### src/rtl/mux_stream.sv
// mux_stream -- parametrised N-input registered stream selector.
//
// Picks one of NUM_IN valid/ready input channels, either the channel named
// by `sel` (mode=0) or by round-robin arbitration (mode=1). The chosen beat
// is captured in a single output register. That register can load and drain
// in the same cycle, so a stream can move one beat per clock.
//
// Optional build macro: MUX_STREAM_LOCK_EN
//   When defined, the block gains the in_last port. In round-robin mode a
//   channel keeps the grant from its first beat until the beat that carries
//   in_last.
//
// Parameters:
//   WIDTH   data width per channel
//   NUM_IN  number of input channels (2..16)
//   SEL_W   select width, ceil(log2(NUM_IN))
//
// Ports:
//   clk        clock, all state changes on the rising edge
//   rst_n      synchronous active-low reset
//   in_data    packed channel data, channel i at [i*WIDTH +: WIDTH]
//   in_valid   per-channel valid
//   in_last    per-channel end-of-packet (MUX_STREAM_LOCK_EN only)
//   in_ready   per-channel ready (combinational, one-hot or zero)
//   sel        channel select used in mode 0
//   mode       0 = fixed select, 1 = round-robin
//   out_data   registered output data
//   out_valid  registered output valid
//   out_ready  downstream ready
//   out_sel    registered index of the channel that sourced out_data
module mux_stream #(
  parameter int WIDTH  = 32,
  parameter int NUM_IN = 4,
  parameter int SEL_W  = 2
) (
  input  logic                    clk,
  input  logic                    rst_n,
  input  logic [NUM_IN*WIDTH-1:0] in_data,
  input  logic [NUM_IN-1:0]       in_valid,
`ifdef MUX_STREAM_LOCK_EN
  input  logic [NUM_IN-1:0]       in_last,
`endif
  output logic [NUM_IN-1:0]       in_ready,
  input  logic [SEL_W-1:0]        sel,
  input  logic                    mode,
  output logic [WIDTH-1:0]        out_data,
  output logic                    out_valid,
  input  logic                    out_ready,
  output logic [SEL_W-1:0]        out_sel
);

  logic [WIDTH-1:0] ch_data [NUM_IN];

  logic             out_valid_q, out_valid_d;
  logic [WIDTH-1:0] out_data_q,  out_data_d;
  logic [SEL_W-1:0] out_sel_q,   out_sel_d;
  logic [SEL_W-1:0] rr_ptr_q,    rr_ptr_d;

`ifdef MUX_STREAM_LOCK_EN
  logic lock_q, lock_d;
`endif

  logic             fx_hit;
  logic             rr_hit;
  logic [SEL_W-1:0] rr_idx;
  logic             grant;
  logic [SEL_W-1:0] grant_idx;
  logic             load_en;
  logic             xfer;

  genvar gi;
  generate
    for (gi = 0; gi < NUM_IN; gi++) begin : g_chan
      assign ch_data[gi]  = in_data[gi*WIDTH +: WIDTH];
      assign in_ready[gi] = xfer && (grant_idx == SEL_W'(gi));
    end
  endgenerate

  // A select value beyond the last channel never grants.
  assign fx_hit = (int'(sel) < NUM_IN) && in_valid[sel];

  // Round-robin search: scan rr_ptr+1 .. rr_ptr+NUM_IN (mod NUM_IN) and take
  // the first valid channel. rr_ptr always stays below NUM_IN, so a single
  // subtraction is enough for the wrap.
  always_comb begin : rr_search
    int idx;
    idx    = 0;
    rr_hit = 1'b0;
    rr_idx = '0;
    for (int k = 1; k <= NUM_IN; k++) begin
      idx = int'(rr_ptr_q) + k;
      if (idx >= NUM_IN) begin
        idx = idx - NUM_IN;
      end
      if (!rr_hit && in_valid[idx[SEL_W-1:0]]) begin
        rr_hit = 1'b1;
        rr_idx = idx[SEL_W-1:0];
      end
    end
  end

  always_comb begin : grant_sel
    grant     = 1'b0;
    grant_idx = '0;
    if (!mode) begin
      grant     = fx_hit;
      grant_idx = sel;
    end else begin
      grant     = rr_hit;
      grant_idx = rr_idx;
`ifdef MUX_STREAM_LOCK_EN
      // While locked, rr_ptr still holds the locked channel. The transfer
      // that set the lock also wrote rr_ptr <= g.
      if (lock_q) begin
        grant     = in_valid[rr_ptr_q];
        grant_idx = rr_ptr_q;
      end
`endif
    end
  end

  assign load_en = !out_valid_q || out_ready;
  // Gating with rst_n keeps every in_ready low while reset is asserted.
  assign xfer    = rst_n && grant && load_en;

  always_comb begin : next_state
    out_valid_d = out_valid_q;
    out_data_d  = out_data_q;
    out_sel_d   = out_sel_q;
    rr_ptr_d    = rr_ptr_q;
    if (xfer) begin
      out_valid_d = 1'b1;
      out_data_d  = ch_data[grant_idx];
      out_sel_d   = grant_idx;
      if (mode) begin
        rr_ptr_d = grant_idx;
      end
    end else if (out_ready) begin
      // Drain with nothing to replace it; data and sel keep their last value.
      out_valid_d = 1'b0;
    end
  end

`ifdef MUX_STREAM_LOCK_EN
  always_comb begin : lock_next
    lock_d = lock_q;
    if (!mode) begin
      lock_d = 1'b0;
    end else if (xfer) begin
      lock_d = !in_last[grant_idx];
    end
  end
`endif

  always_ff @(posedge clk) begin
    if (!rst_n) begin
      out_valid_q <= 1'b0;
      out_data_q  <= '0;
      out_sel_q   <= '0;
      rr_ptr_q    <= SEL_W'(NUM_IN - 1);
`ifdef MUX_STREAM_LOCK_EN
      lock_q      <= 1'b0;
`endif
    end else begin
      out_valid_q <= out_valid_d;
      out_data_q  <= out_data_d;
      out_sel_q   <= out_sel_d;
      rr_ptr_q    <= rr_ptr_d;
`ifdef MUX_STREAM_LOCK_EN
      lock_q      <= lock_d;
`endif
    end
  end

  assign out_valid = out_valid_q;
  assign out_data  = out_data_q;
  assign out_sel   = out_sel_q;

endmodule

### config.mk
export PLATFORM = sky130hd
export DESIGN_NAME = mux_stream
export DESIGN_NICKNAME = d
export VERILOG_FILES = /design/src/rtl/mux_stream.sv
export SDC_FILE = /design/constraint.sdc
export NUM_CORES = 1
export LEC_CHECK = 0
export ABC_AREA = 1
export BUFFER_PORTS_ARGS = -buffer_cell sky130_fd_sc_hd__buf_2
export CAP_MARGIN = 20
export CORE_ASPECT_RATIO = 0.5
export CORE_MARGIN = 1
export CORE_UTILIZATION = 45
export DETAILED_ROUTE_END_ITERATION = 8
export MAX_ROUTING_LAYER = met4
export PLACE_DENSITY_LB_ADDON = 0.08
export SYNTH_ARGS = -nofsm -noshare
export SYNTH_HDL_FRONTEND = slang
export SYNTH_SLANG_ARGS = --single-unit
export TNS_END_PERCENT = 1
### constraint.sdc
create_clock -name clk -period 5 [get_ports clk]
set_input_delay 1 -clock clk [delete_from_list [all_inputs] [get_ports clk]]
set_output_delay 1 -clock clk [all_outputs]
set_load 0.02 [all_outputs]
# After elaboration in Yosys (flattened, before gate mapping)
# Index checks and enable logic that the tools add are counted.
[totals] ff_bits=37 latch_bits=0 ramBits=0 mem_bits_ro=0 in_bits=138 out_inout_bits=39 wordCells=72 memories=0
[classes] addsub=8 multipliers=0 n_div=0 magnitude_cmp=10 eq_ne=3 shifts=0 n_mux=29 bitwise=1 reduce_logical=17
[ops] operator="$bmux 32 s2" count=1
[ops] operator="$mux 32" count=2
[ops] operator="$mux 2" count=9
[ops] operator="$lt 2x3->1 const B" count=5
[ops] operator="$ge 3x3->1 const B" count=4
[ops] operator="$mux 1" count=12
[ops] operator="$bmux 1 s2" count=5
[ops] operator="$logic_and 1x1->1" count=9
[ops] operator="$sub 2x1->2 const B" count=4
[ops] operator="$add 2x2->3 const B" count=2
[ops] operator="$add 2x3->4 const B" count=1
[ops] operator="$eq 2x2->1 const B" count=2
[ops] operator="$ge 4x3->1 const B" count=1
[ops] operator="$logic_not 1->1" count=4
[ops] operator="$add 2x1->3 const B" count=1
[ops] operator="$not 2->3" count=1
[ops] operator="$eq 2x1->1 const B" count=1
[ops] operator="$logic_not 2->1" count=1
[ops] operator="$reduce_and 2->1" count=1
[ops] operator="$reduce_bool 2->1" count=1
[ops] operator="$logic_or 1x1->1" count=1

# Longest topological paths before layout
[depth] ltp_word=20 ltp_mapped=18 ltp_nobuf=15

# Least setup slack after synthesis
# OpenSTA, ideal clock, no wires.
[synth_timing] path_kind="input to output" from="in in_valid[2]" to="out in_ready[1]" arrival_time_ns=2.302 t_required_ns=4.000 path_slack_ns=1.698 cell_stages=13 n_path_buf=2 path_cell_list="inv_1 > nand2_1 > nand3_1 > nand2_1 > nor2_4 > nand3_2 > nand2_1 > nand3_2 > nand2_2 > buf_6 > buf_6 > nand2_1 > nor2_1"
[synth_via] elab_chain_cells=16 word_cells_on_any_way=30 classes_between="1 x eq/ne; 20 x mux; 9 x reduce/logical"
[synth_lines] element="from (decl)" line_no="39" text="input logic [NUM_IN-1:0] in_valid,"
[synth_lines] element="$bmux 1 s2" line_no="95" text="if (!rr_hit && in_valid[idx[SEL_W-1:0]]) begin"
[synth_lines] element="$mux 1 (implied by the code)" line_no="95"
[synth_lines] element="$mux 1" line_no="95"
[synth_lines] element="$logic_not 1->1" line_no="95"
[synth_lines] element="$logic_and 1x1->1" line_no="95"
[synth_lines] element="$mux 1" line_no="95"
[synth_lines] element="$logic_not 1->1" line_no="95"
[synth_lines] element="$logic_and 1x1->1" line_no="95"
[synth_lines] element="$mux 1" line_no="95"
[synth_lines] element="$logic_not 1->1" line_no="95"
[synth_lines] element="$logic_and 1x1->1" line_no="95"
[synth_lines] element="$mux 1" line_no="95"
[synth_lines] element="$mux 1" line_no="105" text="if (!mode) begin"
[synth_lines] element="$logic_and 1x1->1 (2 in a row)" line_no="124" text="assign xfer = rst_n && grant && load_en;"
[synth_lines] element="$logic_and 1x1->1 *" line_no="75" text="assign in_ready[gi] = xfer && (grant_idx == SEL_W'(gi));"
[synth_lines] element="to (decl)" line_no="43" text="output logic [NUM_IN-1:0] in_ready,"
# Mark *: on every way between the ends. The rest lies on a longest branch, timed or not. The select of a mux whose other input is x is not followed.

# Worst setup path in the final report
[layout_timing] from="in in_valid[3]" to="out in_ready[3]"
# Same word-level chain as after synthesis.

==> results by group <==
Status
  • Status: completed

Power
  • Combinational share of power: 0.442
  • Psw: approximately 0.47 mW
  • PD cells: around 260 nW/µm²
  • Clk pwr share: 0.262
  • Static Leak: 3.022 nW
  • Flop pwr share: 0.296
  • Sw frac: 0.3953
  • Max VDD drop: 159.1 µV
  • Internal cell power: approximately 0.72 mW

Yosys
  • Synth top cells by count: inv_1 (205), nand3_1 (165), nand2_1 (127)
  • Syn avg cell area: 5.505 µm²
  • Syn nets: a little under 800
  • Sequential element share of the synthesized area: 0.2054
  • Most common cell in the netlist: inv_1
  • Top cells by area, synth: nand3_1 (23%), inv_1 (21%), dfxtp_1 (21%), nand2_1 (13%), a21oi_1 (5.1%)
  • Yosys top cell area share: 0.2290
  • Flops & latches, synth: 37
  • Synth Instances: roughly 660
  • Post-synth EDFFs: 0
  • Cell area after synthesis: ~3600 µm²
  • Synth warn: 0
  • Yosys top cell by area: nand3_1
  • Count of cell types in the netlist: 27
  • Synth Flop Type: dfxtp_1
  • Post-synth ARST share: 0

Clock network
  • # H-tree levels: 2
  • Hold Buf Count CTS: 0
  • Clk_lat worst skew: around 0.28 ns
  • CTS tree: yes
  • CTS sink cnt: 37
  • Clk buf depth: 2
  • CTS buffer count: 5
  • Resize count post-CTS: 0
  • Reg clk slew, reported paths: ~0.06 ns
  • CTS root buffer: clkbuf_16
  • Post-CTS setup buffers: 0

Finish
  • Antenna Diode Count: 0
  • Layout cells sized above 1: 0.2707
  • Fillers: 849
  • Fin nets: 947
  • Layout area overhead: 25.85%
  • Post-route insts no fill: approximately 900

Timing
  • Worst slew pin tran: roughly 0.67 ns
  • Slew headroom: 0.5496
  • Final hold violations: 0
  • Period utilization: 0.7294
  • Max Clock Freq: about 270 MHz
  • Final setup fails: 0
  • Min cycle time layout: about 3.6 ns
  • Post-route setup slack: 1.353 ns
  • RSZ-0062 raised after global routing: false
  • Skew final: 0.002700 ns
  • Min Hold Slack: about 0.52 ns
  • Max-slew violations: 0
  • Setup Total Neg Slack: 0 ns

Floorplanning
  • Die height: between 60 and 70 µm
  • Die Area: ~8400 µm²
  • Initial Util: 0.4781
  • Total core area: around 7500 µm²
  • Chip width: around 130 µm
  • Row cnt: 22
  • I/O pins: roughly 180

Placement
  • Global placer's final weighted congestion: 0.8360
  • Dpl cells: about 900
  • Pre-CTS setup slack: approximately 1.4 ns
  • Post-DP HPWL: between 7000 and 8000 µm
  • IO buf count: 176

Routing
  • Initial DRC count: about 230
  • WL/cell: around 11 µm
  • Drt total wl: roughly 10000 µm
  • Via-per-instance ratio: around 4.6
  • Initial DRT Pass Iterations: 4
  • ANT nets after route: 0
  • Vias after detailed routing: between 4000 and 5000
  • DRC Markers: 0

Critical path
  • Critical Path, Cell by Cell: buf_2, inv_1, nand2_1, nand3_1, nand2_1, nor2_4, nand3_1, nand2_1, inv_2, a21oi_4, nor2_1, buf_2
  • Worst setup EP type: output pin
  • Reg2reg end: out_data[27]$_SDFFE_PN0P_
  • Reg2reg setup slack: between 2 and 2.5 ns
  • CP arrival: between 2 and 3 ns
  • Crit path max fanout: 21
  • CP Class: in -> out
  • Reg2reg start: rr_ptr_q[0]$_SDFFE_PN1P_
  • Startpoint type of the worst setup path: primary input
  • Crit path max-delay family: simple AND/OR/NAND/NOR gates
  • CP peak stage delay: between 0.5 and 0.6 ns
  • Worst path buffer plus inverter count: 4
  • R2R depth: 17
  • Worst path slowest cell: a21oi_4
  • Critical Path RT: ~4.0 ns
  • Cell mode on critical path: nand2_1

Worst hold path
  • Hold-critical path depth: 4
  • Hold Path End: out_sel[0]$_SDFFE_PN0P_
  • Hold Startpoint: out_sel[0]$_SDFFE_PN0P_
  • Hold crit path type: reg -> reg

GRT
  • Antenna violations before repair: 0
  • First-pass GRT wire length: 16210 µm
  • Vias in the first global route: roughly 3500
  • Pin count of the biggest net entering global routing: 66
  • GR Util All Layers: 0.2488
  • Gr ovfl total: 0

Run
  • Max Cap Viol: 0
==> placed cells by master (no fill, tap or decap), drive strengths merged <==
| cell | instances |
|---|---|
| a2111oi | 1 |
| a211oi | 1 |
| a21oi | 38 |
| buf | 185 |
| clkbuf | 6 |
| clkinv | 2 |
| clkinvlp | 1 |
| dfxtp | 37 |
| inv | 209 |
| nand2 | 138 |
| nand3 | 173 |
| nand4 | 1 |
| nor2 | 12 |
| nor3 | 1 |
| o21ai | 4 |
==> worst reg2reg max path, cell delays in order, from the launching register on <==
cell and delay, ns:
dfxtp_1 0.58, inv_6 0.10, nand2_1 0.10, nand2_2 0.08, nand2_2 0.08, nand2_4 0.07
nor2_4 0.10, nand3_2 0.08, nand2_1 0.08, nand3_2 0.06, buf_4 0.25, nand2_2 0.11
buf_4 0.56, nand2_1 0.18, nand3_1 0.13, nand3_1 0.10, nand2_1 0.07, inv_1 0.03
==> sequential cells by signal, summed over array words and instances, names as in the netlist <==
| signal | count |
|---|---|
| out_data | 32 |
| out_sel | 2 |
| rr_ptr_q | 2 |
| out_valid | 1 |
==> stage by stage <==
step           cell area, µm²  power [mW]  utilization
6_report                 4538       1.187       0.6017
5_1_grt                  4538       1.280       0.6017
4_1_cts                  4538       1.196       0.6017
3_5_place_dp             4392      0.8813       0.5823
3_3_place_gp             4392      0.8790       0.5823
2_1_floorplan            3606      0.7590            -
==> how the worst max path moves through the flow <==
stage                     slack [ns]   startpoint          end  depth (start not counted)
after floorplan                 1.70  in_valid[2]  in_ready[1]                         13
after global placement          1.34  in_valid[3]  in_ready[2]                         12
after global routing            1.13  in_valid[3]  in_ready[3]                         12
after detailed placement        1.36  in_valid[3]  in_ready[3]                         12
final                           1.35  in_valid[3]  in_ready[3]                         12
after CTS                       1.36  in_valid[3]  in_ready[3]                         12
==> metal layers <==
metal / GRT usage / share of wire / routed length [µm]
met5: - / 0 / 0
met4: 0.02941 / 0.0058 / 58
met3: 0.05619 / 0.067 / 672
met2: 0.4034 / 0.44 / 4427
met1: 0.3266 / 0.48 / 4835
==> power groups by stage <==
stage	Sequential [mW]	Combinational, mW	Clock, mW
4_1_cts	0.351	0.527	0.318
5_1_grt	0.355	0.591	0.334
3_5_place_dp	0.357	0.524	0
3_3_place_gp	0.356	0.523	0
6_report	0.351	0.524	0.311
2_1_floorplan	0.396	0.363	0
==> area by class of cell <==
type / instances / area, µm² / area share
multi-input combinational: 369 / 1770 / 0.3901
timing repair buffer: 185 / 948.4 / 0.2090
inverter: 211 / 797.0 / 0.1756
sequential: 37 / 740.7 / 0.1632
clock buffer: 6 / 138.9 / 0.03060
tap: 108 / 135.1 / 0.02978
clock inverter: 1 / 7.507 / 0.001654
==> cell families (layout without fill, tap and decap cells) <==
| kind of cell | after synthesis | count (layout) | share of synthesized area |
|---|---|---|---|
| flip-flops | 37 | 37 | 0.2054 |
| buffers and inverters | 249 | 403 | 0.3057 |
| AND/OR/NAND/NOR | 325 | 325 | 0.4230 |
| AO/OA/AOI/OAI | 44 | 44 | 0.06593 |
(Power assumes the default switching activity.)
